[config.mk]
export PLATFORM = sky130hd
export DESIGN_NAME = pc_sequencer
export DESIGN_NICKNAME = d
export VERILOG_FILES = /design/src/rtl/pc_sequencer.sv
export SDC_FILE = /design/constraint.sdc
export NUM_CORES = 1
export LEC_CHECK = 0
export BUFFER_PORTS_ARGS = -buffer_cell sky130_fd_sc_hd__buf_2
export CAP_MARGIN = 10
export CORE_MARGIN = 2
export CORE_UTILIZATION = 40
export CTS_CLUSTER_SIZE = 10
export DETAILED_ROUTE_END_ITERATION = 6
export GPL_ROUTABILITY_DRIVEN = 0
export PLACE_DENSITY = 0.67
export REMOVE_ABC_BUFFERS = 1
export SYNTH_ARGS = -nofsm -noshare
export SYNTH_HDL_FRONTEND = slang
export SYNTH_SLANG_ARGS = --single-unit
[constraint.sdc]
create_clock -name clk -period 4 [get_ports clk]
set_input_delay 1.2 -clock clk [delete_from_list [all_inputs] [get_ports clk]]
set_output_delay 1.2 -clock clk [all_outputs]
set_load 0.02 [all_outputs]
[src/rtl/pc_sequencer.sv]
// -----------------------------------------------------------------------------
// pc_sequencer
//
// Next-address generator for the program counter. Each cycle it decodes a
// sequencing op, computes the address the PC register takes at the next edge
// and keeps a small LIFO return-address stack for CALL/RET.
//
// Parameters
//   WIDTH        address width
//   STACK_DEPTH  number of return-address stack entries (>= 1)
//   RESET_ADDR   PC value after reset
//
// Ports
//   clk      in   rising-edge clock
//   reset    in   synchronous, active-high reset
//   stall    in   hold all state this cycle
//   op       in   000 INC, 001 JMP, 010 BRZ, 011 CALL, 100 RET, 101 HALT,
//                 110/111 behave as INC
//   cond     in   BRZ taken when 1
//   target   in   JMP/BRZ/CALL destination
//   pc       out  current program counter (registered)
//   pc_next  out  value pc takes at the next edge (combinational)
//   depth    out  number of valid stack entries (registered)
//   halted   out  state is HALT (registered)
//   fault    out  state is FAULT, sticky until reset (registered)
// -----------------------------------------------------------------------------
module pc_sequencer #(
   parameter int               WIDTH       = 8,
   parameter int               STACK_DEPTH = 4,
   parameter logic [WIDTH-1:0] RESET_ADDR  = '0
) (
   input  logic                               clk,
   input  logic                               reset,
   input  logic                               stall,
   input  logic [2:0]                         op,
   input  logic                               cond,
   input  logic [WIDTH-1:0]                   target,
   output logic [WIDTH-1:0]                   pc,
   output logic [WIDTH-1:0]                   pc_next,
   output logic [$clog2(STACK_DEPTH+1)-1:0]   depth,
   output logic                               halted,
   output logic                               fault
);

   localparam int DEPTH_W = $clog2(STACK_DEPTH + 1);
   // A single-entry stack still needs a one-bit index.
   localparam int IDX_W   = (STACK_DEPTH > 1) ? $clog2(STACK_DEPTH) : 1;

   localparam logic [2:0] OP_INC  = 3'b000;
   localparam logic [2:0] OP_JMP  = 3'b001;
   localparam logic [2:0] OP_BRZ  = 3'b010;
   localparam logic [2:0] OP_CALL = 3'b011;
   localparam logic [2:0] OP_RET  = 3'b100;
   localparam logic [2:0] OP_HALT = 3'b101;

   localparam logic [DEPTH_W-1:0] DEPTH_FULL = DEPTH_W'(STACK_DEPTH);

   typedef enum logic [1:0] {
      S_RUN   = 2'd0,
      S_HALT  = 2'd1,
      S_FAULT = 2'd2
   } state_t;

   state_t               state_q, state_d;
   logic [WIDTH-1:0]     pc_q, pc_d;
   logic [DEPTH_W-1:0]   depth_q, depth_d;
   logic                 halted_q, halted_d;
   logic                 fault_q, fault_d;

   // Return-address storage; contents are don't-care after reset, only
   // depth_q says which entries are valid.
   logic [WIDTH-1:0]     stack_q [STACK_DEPTH];

   logic [WIDTH-1:0]     pc_inc;
   logic [IDX_W-1:0]     push_idx;
   logic [IDX_W-1:0]     top_idx;
   logic [WIDTH-1:0]     stack_top;
   logic                 push_en;

   // pc + 1 wraps naturally at 2^WIDTH.
   assign pc_inc    = pc_q + WIDTH'(1);
   assign push_idx  = IDX_W'(depth_q);
   assign top_idx   = IDX_W'(depth_q - DEPTH_W'(1));
   assign stack_top = stack_q[top_idx];

   // ---------------------------------------------------------------------------
   // Next-state decode. reset is deliberately absent here so pc_next has no
   // combinational path from reset; reset only acts on the flops.
   // ---------------------------------------------------------------------------
   always_comb begin
      state_d = state_q;
      pc_d    = pc_q;
      depth_d = depth_q;
      push_en = 1'b0;

      if (state_q == S_RUN && !stall) begin
         unique case (op)
            OP_JMP: begin
               pc_d = target;
            end
            OP_BRZ: begin
               pc_d = cond ? target : pc_inc;
            end
            OP_CALL: begin
               if (depth_q < DEPTH_FULL) begin
                  push_en = 1'b1;
                  depth_d = depth_q + DEPTH_W'(1);
                  pc_d    = target;
               end else begin
                  // Overflow: nothing is pushed, pc holds, block faults.
                  state_d = S_FAULT;
               end
            end
            OP_RET: begin
               if (depth_q != '0) begin
                  // Pop only moves depth; the entry itself is left in place.
                  depth_d = depth_q - DEPTH_W'(1);
                  pc_d    = stack_top;
               end else begin
                  state_d = S_FAULT;
               end
            end
            OP_HALT: begin
               state_d = S_HALT;
            end
            default: begin
               // INC and the two spare encodings.
               pc_d = pc_inc;
            end
         endcase
      end

      halted_d = (state_d == S_HALT);
      fault_d  = (state_d == S_FAULT);
   end

   assign pc_next = pc_d;

   // ---------------------------------------------------------------------------
   // Control and PC registers.
   // ---------------------------------------------------------------------------
   always_ff @(posedge clk) begin
      if (reset) begin
         state_q  <= S_RUN;
         pc_q     <= RESET_ADDR;
         depth_q  <= '0;
         halted_q <= 1'b0;
         fault_q  <= 1'b0;
      end else begin
         state_q  <= state_d;
         pc_q     <= pc_d;
         depth_q  <= depth_d;
         halted_q <= halted_d;
         fault_q  <= fault_d;
      end
   end

   // ---------------------------------------------------------------------------
   // Stack storage: no reset, written only on a push that reset does not
   // override.
   // ---------------------------------------------------------------------------
   always_ff @(posedge clk) begin
      if (push_en && !reset) begin
         stack_q[push_idx] <= pc_inc;
      end
   end

   assign pc     = pc_q;
   assign depth  = depth_q;
   assign halted = halted_q;
   assign fault  = fault_q;

endmodule

== After elaboration in Yosys (flattened, before gate mapping) ==
Memories as Yosys holds them, arrays and structs flattened.
Index checks and enable logic that the tools add are counted.
Storage, ports and cells
  output and inout port bits: 21
  bits in writable memories: 32
  word-level logic and storage cells: 44
  flip-flop bits (word level): 15
  memories: 1
Operators by class
  equal/unequal tests: 9
  magnitude comparators: 1
  reduce and logical (&&, ||, !) cells: 8
  multiplexer cells: 17
  add/sub/neg operators: 3
Memory list
  stack_q: depth 4, bits a word 8, rd ports 1, clocked after Yosys merged registers in 0, wr ports 1, line 72  | logic [WIDTH-1:0] stack_q [STACK_DEPTH];
Operators by type and width (count)
  8-bit case mux with 5 select lines: 1
  8-bit two-way mux: 4
  8-bit by 1-bit adder with 8-bit output, second input constant: 1
  3-bit by 2-bit == test with 1-bit output, second input constant: 2
  3-bit == test, second input constant: 2
  2-bit two-way mux: 3
  3-bit two-way mux: 2
  2-bit case mux with 3 select lines: 1
  3-bit case mux with 2 select lines: 1
  1-bit two-way mux: 5
  2-bit != test, second input constant: 2
  4-bit AND reduction: 1
  3-bit by 1-bit adder with 3-bit output, second input constant: 1
  3-bit by 1-bit == test with 1-bit output, second input constant: 1
  3-bit < comparator, second input constant: 1
  3-bit nonzero test: 1
  3-bit by 1-bit subtractor with 3-bit output, second input constant: 1
  2-bit by 1-bit == test with 1-bit output, second input constant: 1
  2-bit == test, second input constant: 1
  1-bit logical AND: 2
  1-bit logical NOT: 2
  2-bit logical NOT: 1
  2-bit nonzero test: 1

== Logic depth before layout (Yosys ltp) ==
  word-level depth: 7
  mapped depth: 9
  mapped depth without buffers: 7

== Worst setup path before layout ==
Ideal clock, no wire load.
  kind: input -> output
  start: in op[1]
  end: out pc_next[1]
  data required time: 2800 ps
  arrival time: 2534 ps
  stages on the path: 8
  buffers on the path: 1
  path slack: 266 ps
  cells stage by stage: buf_2 > inv_1 > ha_1 > nand2b_1 > o211ai_2 > nor2_1 > a22oi_1 > nand2_1
Between the ends
  cells in the longest elaborated chain, start to end: 3
RTL lines
  start: declaration: line 35  | input logic [2:0] op,
  3-bit == test (tied with other cells): line 97  | unique case (op)
  8-bit case mux with 5 select lines (*): line 97
  8-bit two-way mux (*): line 96  | if (state_q == S_RUN && !stall) begin
  end: declaration: line 39  | output logic [WIDTH-1:0] pc_next,
Every way passes the cells marked *; elsewhere a longest branch is shown, timed or not.

== Worst setup path in the final report ==
  start: in op[1]
  end: out pc_next[7]
The elaborated chain is that of the path after synthesis.

==> results.cfg <==
[outcome]
run_status = complete, no violations

[global_routing]
grt-ovfl-total = 0
grt_pass1_wl_mm = 7.83
grt_antenna_before_repair = 0
grt_max_degree = 16
top_usage_layer = met2
use_met3_pct = 3.82
grtUsageMet2_pct = 26.7
grt.total_usage_pct = 16.8
grt_pass1_vias = 1511
grt_util_met1_pct = 23.0

[logic_synthesis]
synth_flop_cell = edfxtp_1
syn_avg_cell_area_um2 = 12.7
async_reset_ff_share_pct = 0
yosysSeqAreaShare_pct = 54.4
synthesis.area_um2 = 2320
netlist_instances = 183
synth.distinct_cells = 46
synth-seq-cells = 47
ys_warn_count = 0
synth_edf_count = 32

[place]
place_ws_ns = 0.0795
port_buffers = 35
hpwl_mm = 3.60
place_area_um2 = 2620

[setup_path]
cp_slowest_cell = or3b_1
cp.required_ns = 2.80
cp-start-kind = input pin
crit_fanout = 9
cp.arrival_ns = 2.72
slowest_delay_ns = 0.41
critPathKind = in -> out
worstSetupEndpointType = output pin
cp_cell_sequence = buf_2 -> buf_4 -> or3b_1 -> o211ai_4 -> nor2_1 -> buf_4 -> a22oi_1 -> nand2_1 -> buf_2

[finish]
nets = 250
area_delta_synth_final_pct = 17.0
design_area_um2 = 2710
fin_util_pct = 49.0
diodes = 0
multi_input_area_um2 = 1010
regArea_um2 = 1260
layout-drive-gt1-share_pct = 29.7
num-fill-cells = 535

[clock_tree]
cts_hold_buf = 0
clkTransAtPathRegs_ns = 0.08
cts_resized = 0
cts_tree = yes
clock_latency_ns = 0.30
cts_inserted_buffers = 5
cts_sinks = 47
cts.path.max_buffers = 2
htreeDepth = 2
postCtsSetupBuffers = 0
cts-root-buf = clkbuf_8

[drt]
vias_per_cell = 5.41
routed_wl_mm = 5.12
drt_iter0_drc = 82
ant_nets = 0
dr.pass1.iters = 4
vias = 1627
wl_per_cell_um = 17.0
route.detailed.drc = 0

[flow_run]
drv_cap = 0

[sta]
slew-limit-headroom_pct = 61.2
fin_skew_ns = 0.00847
setup_violations = 0
worst_pin_slew_ns = 0.576
fmax_mhz = 255
min_period_ns = 3.92
rsz0062_at_grt = no
fin_ws_ns = 0.0808
hold_viol_final = 0
final-max-slew-violation-count = 0
period_share_pct = 98.0
setup_tns_ns = 0

[floorplanning]
die_area_um2 = 6420
rows = 27
core_um2 = 5540
io_pins = 36
initial_core_util_pct = 41.9
die_w_um = 80.2
dieHeight_um = 80.2

[power_and_ir_drop]
peakVddDrop_v = 0.000159
power_density_nw_per_um2 = 350
total_leakage_power_nw = 1.04

[worst_hold_path]
hold_class = reg -> reg
critical path, delay by kind of cell:
kind                   cells  cell delay [ns]
AOI/OAI and AO/OA          2             0.39
buffers and inverters      4             0.57
and+or+nand+nor            3             0.56
cell usage after synthesis (2+ instances only):
library cell  instances  area share (%)
nand2_1              16             2.6
o211ai_2              2             1.1
nand3_1               3            0.65
clkbuf_1              2            0.32
nand2b_1              5             1.3
nor3b_1               2            0.65
o21ai_1               4            0.86
nor2_1                7             1.1
xnor2_1               7             2.6
dfxtp_1              15              13
nand4b_1              2            0.76
and2_1                6             1.6
o21ai_0               2            0.43
ha_1                  7             3.8
nor2b_1               4             1.1
nand3b_1              3            0.97
mux4_2                8             7.8
inv_1                 7             1.1
or3_1                 2            0.54
a221o_1               3             1.3
edfxtp_1             32              41
a21oi_1              12             2.6
a22o_1                6             2.3
a22oi_1               4             1.3
layout by cell type, fill, tap and decap left out, types with 6 or more instances in the layout:
cell type / count
nor2_1: 7
ha_1: 6
edfxtp_1: 32
dfxtp_1: 15
and2_1: 6
inv_1: 7
buf_2: 35
mux4_2: 8
a21oi_1: 12
xnor2_1: 7
nand2_1: 16
buf_4: 8
a22o_1: 6
cells by family after synthesis:
family / after synthesis / share of synthesized area, %
DFF: 47 / 54.4
adders and majority gates: 7 / 3.78
xor gates and xnor gates: 8 / 3.02
and+or+nand+nor: 59 / 15.1
muxes: 9 / 8.25
AOI/OAI and AO/OA: 41 / 13.1
buffers and inverters: 12 / 2.37
where the power goes:
group	switching (mW)	total (mW)	internal, mW
logic	0.0805	0.138	0.0570
clock network	0.157	0.280	0.124
registers	0.00802	0.533	0.525
layout make-up:
cell class / count / share of cell area, %
flip-flops and latches: 47 / 46.5
multi-input cells: 124 / 37.4
repair buffers: 43 / 8.67
well taps: 72 / 3.32
clock buffers: 6 / 2.67
inverters: 7 / 0.968
clock inverters: 2 / 0.507
metal layers:
layer,part of all wire [%],vias to the layer above
li1,-,784
met1,44,788
met2,49,53
met3,7.2,2
met4,0.23,0
met5,0,-
flip-flops by register name (all words and copies together), names as in the netlist:
register	cells
depth	3
fault	1
halted	1
pc	8
stack_q	32
state_q	2
path summary, 6_finish.rpt:
path	slack, ns	depth (start not counted)	start	endpoint
min reg2reg	0.56	2	depth[1]	depth[1]
min	0.56	2	depth[1]	depth[1]
max	0.08	9	op[1]	pc_next[7]
max reg2reg	1.78	7	depth[1]	pc[3]
metrics by stage:
step | power, mW | std cells | hold WS (ns)
5_1_grt | 0.993 | 301 | 0.581
3_3_place_gp | 0.678 | 293 | 0.547
4_1_cts | 0.955 | 301 | 0.563
3_5_place_dp | 0.680 | 293 | 0.552
6_report | 0.951 | 301 | 0.559
2_1_floorplan | 0.627 | 178 | 0.553
No activity file was read; power rests on OpenSTA's default activity.
